### config.mk
export PLATFORM = sky130hd
export DESIGN_NAME = pll_sequencer
export DESIGN_NICKNAME = d
export VERILOG_FILES = /design/src/rtl/pll_sequencer.sv
export SDC_FILE = /design/constraint.sdc
export NUM_CORES = 1
export LEC_CHECK = 0
export ABC_AREA = 1
export CAP_MARGIN = 10
export CORE_MARGIN = 8
export CORE_UTILIZATION = 35
export CTS_BUF_LIST = sky130_fd_sc_hd__clkbuf_8 sky130_fd_sc_hd__clkbuf_16
export DETAILED_ROUTE_END_ITERATION = 8
export GPL_TIMING_DRIVEN = 0
export PLACE_DENSITY_LB_ADDON = 0.25
export SYNTH_ARGS = -nofsm -noshare
export SYNTH_HDL_FRONTEND = slang
export SYNTH_SLANG_ARGS = --single-unit
### constraint.sdc
create_clock -name REFERENCECLK -period 2.31 [get_ports REFERENCECLK]
set_input_delay 0.462 -clock REFERENCECLK [delete_from_list [all_inputs] [get_ports REFERENCECLK]]
set_output_delay 0.462 -clock REFERENCECLK [all_outputs]
set_load 0.1 [all_outputs]
### src/rtl/pll_sequencer.sv
// rtl/pll_sequencer.sv - PLL reset/lock sequencer with timeout retries and output qualification
//
// Releases the PLL from reset and waits for a synchronized LOCK. It then
// requires a run of stable lock cycles before it qualifies the PLL output.
// A lock timeout counts as a failed attempt. Once the retries are used up,
// the block parks in a sticky fault state.
//
// Ports:
//   REFERENCECLK  in   reference clock, also fed to the PLL
//   RESETB        in   asynchronous active-low reset
//   LOCK          in   PLL lock indicator (asynchronous)
//   RESTART       in   synchronous pulse: restart the full relock sequence
//   PLL_RESETB    out  active-low reset to the PLL
//   CLK_EN        out  PLL output qualified for use
//   READY         out  high in RUN, same timing as CLK_EN
//   FAULT         out  sticky, retries exhausted
//   RETRY_CNT     out  failed attempts in the current sequence (saturating)
//   STATE         out  debug state: RST=0 WAIT=1 STABLE=2 RUN=3 FAIL=4

module pll_sequencer #(
   parameter int RESET_CYCLES  = 16,
   parameter int LOCK_TIMEOUT  = 4096,
   parameter int STABLE_CYCLES = 256,
   parameter int MAX_RETRIES   = 3
) (
   input  logic       REFERENCECLK,
   input  logic       RESETB,
   input  logic       LOCK,
   input  logic       RESTART,
   output logic       PLL_RESETB,
   output logic       CLK_EN,
   output logic       READY,
   output logic       FAULT,
   output logic [2:0] RETRY_CNT,
   output logic [2:0] STATE
);

   // Each counter only has to reach PARAM-1, which is its terminal value.
   localparam int RW = $clog2(RESET_CYCLES);
   localparam int TW = $clog2(LOCK_TIMEOUT);
   localparam int SW = (STABLE_CYCLES > 1) ? $clog2(STABLE_CYCLES) : 1;

   localparam logic [RW-1:0] RST_LAST = RW'(RESET_CYCLES - 1);
   localparam logic [TW-1:0] TO_LAST  = TW'(LOCK_TIMEOUT - 1);
   localparam logic [SW-1:0] STB_LAST = SW'(STABLE_CYCLES - 1);
   localparam logic [2:0]    MAX_R    = 3'(MAX_RETRIES);

   typedef enum logic [2:0] {
      ST_RST    = 3'd0,
      ST_WAIT   = 3'd1,
      ST_STABLE = 3'd2,
      ST_RUN    = 3'd3,
      ST_FAIL   = 3'd4
   } state_t;

   state_t        state_q, state_d;
   logic          lock_meta_q, lock_meta_d;
   logic          lock_s_q, lock_s_d;
   logic [RW-1:0] rst_cnt_q, rst_cnt_d;
   logic [TW-1:0] to_cnt_q, to_cnt_d;
   logic [SW-1:0] stb_cnt_q, stb_cnt_d;
   logic [2:0]    retry_q, retry_d;
   logic          pll_resetb_q, pll_resetb_d;
   logic          clk_en_q, clk_en_d;
   logic          ready_q, ready_d;
   logic          fault_q, fault_d;

   always_comb begin
      lock_meta_d = LOCK;
      lock_s_d    = lock_meta_q;
      state_d     = state_q;
      rst_cnt_d   = rst_cnt_q;
      to_cnt_d    = to_cnt_q;
      stb_cnt_d   = stb_cnt_q;
      retry_d     = retry_q;

      case (state_q)
         ST_RST: begin
            if (rst_cnt_q == RST_LAST) state_d = ST_WAIT;
            else                       rst_cnt_d = rst_cnt_q + 1'b1;
         end
         ST_WAIT: begin
            // Lock is checked first so that a lock arriving on the timeout cycle wins.
            if (lock_s_q) begin
               state_d = ST_STABLE;
            end else if (to_cnt_q == TO_LAST) begin
               if (retry_q < MAX_R) begin
                  retry_d = (retry_q == 3'd7) ? retry_q : retry_q + 3'd1;
                  state_d = ST_RST;
               end else begin
                  state_d = ST_FAIL;
               end
            end else begin
               to_cnt_d = to_cnt_q + 1'b1;
            end
         end
         ST_STABLE: begin
            if (!lock_s_q)                 state_d = ST_WAIT;
            else if (stb_cnt_q == STB_LAST) state_d = ST_RUN;
            else                           stb_cnt_d = stb_cnt_q + 1'b1;
         end
         ST_RUN: begin
            if (!lock_s_q) state_d = ST_RST;
         end
         ST_FAIL: begin
            state_d = ST_FAIL;
         end
         default: begin
            state_d = ST_RST;
         end
      endcase

      // Every state change starts the next phase with fresh counters.
      if (state_d != state_q) begin
         rst_cnt_d = '0;
         to_cnt_d  = '0;
         stb_cnt_d = '0;
      end

      if (state_d == ST_RUN && state_q != ST_RUN) retry_d = 3'd0;

      if (RESTART) begin
         state_d   = ST_RST;
         rst_cnt_d = '0;
         to_cnt_d  = '0;
         stb_cnt_d = '0;
         retry_d   = 3'd0;
      end

      // The outputs are decoded from the next state and registered. They
      // therefore change on the same edge as the state register.
      pll_resetb_d = (state_d == ST_WAIT) || (state_d == ST_STABLE) || (state_d == ST_RUN);
      clk_en_d     = (state_d == ST_RUN);
      ready_d      = (state_d == ST_RUN);
      fault_d      = (state_d == ST_FAIL);
   end

   always_ff @(posedge REFERENCECLK or negedge RESETB) begin
      if (!RESETB) begin
         state_q      <= ST_RST;
         lock_meta_q  <= 1'b0;
         lock_s_q     <= 1'b0;
         rst_cnt_q    <= '0;
         to_cnt_q     <= '0;
         stb_cnt_q    <= '0;
         retry_q      <= 3'd0;
         pll_resetb_q <= 1'b0;
         clk_en_q     <= 1'b0;
         ready_q      <= 1'b0;
         fault_q      <= 1'b0;
      end else begin
         state_q      <= state_d;
         lock_meta_q  <= lock_meta_d;
         lock_s_q     <= lock_s_d;
         rst_cnt_q    <= rst_cnt_d;
         to_cnt_q     <= to_cnt_d;
         stb_cnt_q    <= stb_cnt_d;
         retry_q      <= retry_d;
         pll_resetb_q <= pll_resetb_d;
         clk_en_q     <= clk_en_d;
         ready_q      <= ready_d;
         fault_q      <= fault_d;
      end
   end

   assign PLL_RESETB = pll_resetb_q;
   assign CLK_EN     = clk_en_q;
   assign READY      = ready_q;
   assign FAULT      = fault_q;
   assign RETRY_CNT  = retry_q;
   assign STATE      = state_q;

endmodule
Word level (Yosys, flattened, before mapping). Index checks and enable logic that the tools add are counted.

$add $sub $neg: 4. Order comparisons: 1. Equal/unequal tests: 21. Reduce and logical (&&, ||, !) cells: 15. Muxes and demuxes: 30.

Operators with widths (count): 2-to-1 mux 12 bit (5); 2-to-1 mux 3 bit (15); 2-to-1 mux 8 bit (5); != test 3 x 2 -> 1 bit (second input constant) (7); nonzero test 3 bit (7); 2-to-1 mux 4 bit (4); equality test 3 x 2 -> 1 bit (second input constant) (5); one-hot mux 3 bit (5 select lines) (1); adder 12 x 1 -> 12 bit (second input constant) (1); equality test 12 bit (second input constant) (1); equality test 3 bit (second input constant) (3); adder 8 x 1 -> 8 bit (second input constant) (1); equality test 8 bit (second input constant) (1); equality test 3 x 1 -> 1 bit (second input constant) (2); AND reduction 3 bit (2); AND reduction 5 bit (1); adder 4 x 1 -> 4 bit (second input constant) (1); equality test 4 bit (second input constant) (1); adder 3 x 1 -> 3 bit (second input constant) (1); zero test 3 bit (1); less-than comparator 3 x 2 -> 1 bit (second input constant) (1); != test 3 bit (1); logical OR 1 bit (2); AND reduction 2 bit (1); logical AND 1 bit (1).

Logic and storage cells: 81. Flip-flop bits (word level): 35. Output and inout bits: 10. Input port bits: 4.

Longest topological paths before layout.
Word-level depth: 9. Depth in mapped cells: 13. Depth with buffers taken out: 12.

Least setup slack after synthesis. OpenSTA, ideal clock, no wires.

Path kind: reg-to-reg. Start point: register state_q[0] (netlist: STATE[0]). End point: register stb_cnt_q[5]. Arrival time: 2.101 ns. Period minus slack after synthesis: 2.232 ns. Buffers on the path: 2. Stages on the path, launching flop included: 12. Setup slack: 0.078 ns. Library setup time: 0.131 ns. Cell sequence: dfrtp_1 buf_4 nor2_1 nand2_1 nor2_1 nor2_2 nand4_1 nand2_2 clkinv_2 nand2_4 buf_6 nor3_4.

Cells in the longest elaborated chain, start to end: 6. Elaborated cells between the ends (all ways): 19.

RTL lines: start, declared (line 56) `state_t state_q, state_d;`; start signal, assigned (line 152) `state_q <= state_d;`; 2-to-1 mux 3 bit (on tied branches) (line 99, 86); 2-to-1 mux 3 bit (on tied branches) (line 98, 84); one-hot mux 3 bit (5 select lines) (line 77) `case (state_q)`; != test 3 bit (line 114) `if (state_d != state_q) begin`; != test 3 x 2 -> 1 bit (no source line) (tied with other cells); AND reduction 3 bit (no source line) / 2-to-1 mux 8 bit (equally long branches); end signal, assigned (line 157) `stb_cnt_q <= stb_cnt_d;`; end, declared (line 61) `logic [SW-1:0] stb_cnt_q, stb_cnt_d;`.

Parallel ways exist; a longest one is shown, timed or not. A chain may end at the register's enable or synchronous reset.

Worst setup path after layout.
Start point: register retry_q[2] (netlist: RETRY_CNT[2]). End point: output port RETRY_CNT[2].

RTL lines: start, declared (line 62) `logic [2:0] retry_q, retry_d;`; start signal, assigned (line 158) `retry_q <= retry_d;`; end, declared (line 34) `output logic [2:0] RETRY_CNT,`.

No word-level cell between the ends.

==> flow_metrics.env <==
export IMPL_outcome="finished, final reports clean"
export IMPL_crit_arrival_ns=1.79
export IMPL_cp_num_cells=1
export IMPL_path_cells="clkdlybuf4s50_1"
export IMPL_cp_required_ns=1.85
export IMPL_antenna_left=0
export IMPL_antenna_found_initial=0
export IMPL_setup_worst_path_end_class="output port"
export IMPL_cp_top_family="buffers and inverters"
export IMPL_switching_share_pct=22.9
export IMPL_maxCapViolCount=0
export IMPL_multi_input_area_um2=961
export IMPL_track_usage_pct=9.03
export IMPL_ys_ff_latch=35
export IMPL_rows=27
export IMPL_crit_start="RETRY_CNT[2]$_DFFE_PN0P_"
export IMPL_final_common_cell="nand2_1"
export IMPL_maxSlewViolCount=0
export IMPL_ff_latch_area_um2=876
export IMPL_firstDrtPassIters=4
export IMPL_p_int_w=0.000838
export IMPL_ys_types=34
export IMPL_slew_headroom_pct=35.2
export IMPL_initial_core_util_pct=36.1
export IMPL_insertion_delay_ns=0.28
export IMPL_power_switching_w=0.000249
export IMPL_cp_num_buf_inv=1
export IMPL_final_cell_mix="37 x nand2_1, 35 x dfrtp_1, 23 x nor2_1"
export IMPL_rrSetupSlack_ns=0.44
export IMPL_reg2reg_to="stb_cnt_q[6]$_DFFE_PN0P_"
export IMPL_gp_congestion=0.822
export IMPL_drt_iter0_drc=44
export IMPL_worstRegToRegCells=11
export IMPL_dp_slack_ns=0.228
export IMPL_fmaxAchievable_mhz=444
export IMPL_antenna_cells=0
export IMPL_syn_nets=228
export IMPL_port_buffers=13
export IMPL_wl_per_cell_um=11.4
export IMPL_cts_tree="done"
export IMPL_die_h_um=91.2
export IMPL_cts_root_buffer="clkbuf_8"
export IMPL_async_reset_ff_share_pct=100
export IMPL_ys_flop_type="dfrtp_1"
export IMPL_crit_path_max_incr_delay_ns=1.14
export IMPL_clockBufferDepth=2
export IMPL_synth_edf_count=0
export IMPL_syn_area_per_cell_um2=9.03
export IMPL_tritoncts_num_sinks=35
export IMPL_setup_violations=0
export IMPL_finalHoldViolCount=0
export IMPL_path_class="reg -> out"
export IMPL_ios=14
export IMPL_core_area_um2=5470
export IMPL_peakVddDrop_mv=0.321
export IMPL_r2r_start="to_cnt_q[0]$_DFFE_PN0P_"
export IMPL_grt_max_degree=36
export IMPL_synth_cells=219
export IMPL_power_total_w=0.00109
export IMPL_p_comb_share_pct=4.6
export IMPL_power_frac_seq_pct=57.4
export IMPL_hold_path_class="in -> async"
export IMPL_nNetsFinal=248
export IMPL_fin_skew_ns=0.00833
export IMPL_fillerInstances=566
export IMPL_cpMaxStageDelayCell="clkdlybuf4s50_1"
export IMPL_tns_ns=0
export IMPL_yosysSeqAreaShare_pct=44.3
export IMPL_rsz0062_at_grt="no"
export IMPL_cts_buffers=5
export IMPL_drive_gt1_share_pct=20.8
export IMPL_yosys_warnings=0
export IMPL_clockPowerShare_pct=38.0
export IMPL_drc_errors=0
export IMPL_first_global_vias=1347
export IMPL_routed_via_count=1458
export IMPL_syn_area_um2=1980
export IMPL_hpwlAfterDp_mm=2.58
export IMPL_overflow=0
export IMPL_grt_pass1_wl_mm=6.25
export IMPL_period_minus_slack_ns=2.25
export IMPL_fin_ws_ns=0.0558
export IMPL_post_cts_buffers=0
export IMPL_cts_htree_levels=2
export IMPL_routed_via_density=4.67
export IMPL_dieArea_um2=8310
export IMPL_path_max_fanout=3
export IMPL_worstMarginPinSlew_ns=0.969
export IMPL_die_w_um=91.2
export IMPL_routed_wirelength_mm=3.55
export IMPL_powerDensity_nw_per_um2=478
export IMPL_cp_start_kind="register"
export IMPL_area_growth_pct=14.9
export IMPL_p_leak_nw=1.02
export IMPL_clk_pin_slew_ns=0.07
export IMPL_min_period_over_period_pct=97.6
[sequential cells by signal, summed over array words and instances, names as in the netlist]
signal       flops
FAULT            1
PLL_RESETB       1
STATE            3
RETRY_CNT        3
lock_meta_q      1
lock_s_q         1
stb_cnt_q        8
READY            1
rst_cnt_q        4
to_cnt_q        12
[area by class of cell]
class,instances,area share (%)
Multi-Input combinational cell,155,42.3
Inverter,23,3.85
Timing Repair Buffer,13,5.40
Sequential cell,35,38.5
Clock inverter,3,0.551
Buffer,6,2.37
Clock buffer,5,3.03
Tap cell,72,3.96
[logic make-up (layout without fill, tap and decap cells)]
group / Yosys count / after routing / synth area share (%)
AO/OA/AOI/OAI: 17 / 17 / 5.76
AND/OR/NAND/NOR: 117 / 117 / 32.6
XOR/XNOR: 16 / 16 / 7.08
buffers and inverters: 29 / 50 / 7.15
adder cells (fa/ha/maj): 5 / 5 / 3.16
flip-flops: 35 / 35 / 44.3
[routing by layer]
metal	GRT usage [%]	share of wire [%]
met1	11.4	51
met2	14.0	45
met3	2.80	2.8
met4	3.68	1.2
met5	0	0
[how the worst max path moves through the flow]
stage / endpoint / slack [ns]
5_1_grt: RETRY_CNT[2] / 0.004
3_3_place_gp: to_cnt_q[0]$_DFFE_PN0P_ / -0.08
3_5_place_dp: STATE[2] / 0.23
2_1_floorplan: stb_cnt_q[5]$_DFFE_PN0P_ / 0.08
6_report: RETRY_CNT[2] / 0.06
4_1_cts: RETRY_CNT[1] / 0.009
[what timing repair did]
item / in CTS / in global routing
hold buffers: 0 / 0
gates resized for setup: 4 / 1
setup endpoints to repair: 4 / 1
[cells in the mapped netlist, types with 5 or more instances]
master / count / area share [%]
a21oi_2: 5 / 2.2
dfrtp_1: 35 / 44
ha_1: 5 / 3.2
inv_1: 18 / 3.4
nand2_1: 37 / 7.0
nand3_1: 13 / 3.3
nand4_1: 8 / 2.5
nor2_1: 23 / 4.4
nor2_2: 8 / 2.5
xor2_1: 12 / 5.3
[through the flow]
stage | area, um2 | std cells | utilization [%] | hold WS [ns]
after floorplan | 1980 | 219 | - | 0.166
after global placement | 2200 | 304 | 40.2 | 0.331
after detailed placement | 2190 | 304 | 40.1 | 0.340
after CTS | 2270 | 312 | 41.5 | 0.284
after global routing | 2270 | 312 | 41.5 | 0.331
final | 2270 | 312 | 41.5 | 0.249
[power groups by stage]
stage / Combinational (W) / Clock [W] / Sequential (W)
3_5_place_dp: 0.0000523 / 0 / 0.000635
4_1_cts: 0.0000527 / 0.000433 / 0.000623
2_1_floorplan: 0.0000283 / 0 / 0.000634
3_3_place_gp: 0.0000528 / 0 / 0.000635
5_1_grt: 0.0000583 / 0.000466 / 0.000624
6_report: 0.0000502 / 0.000413 / 0.000623
Power figures use the tool's default switching activity.
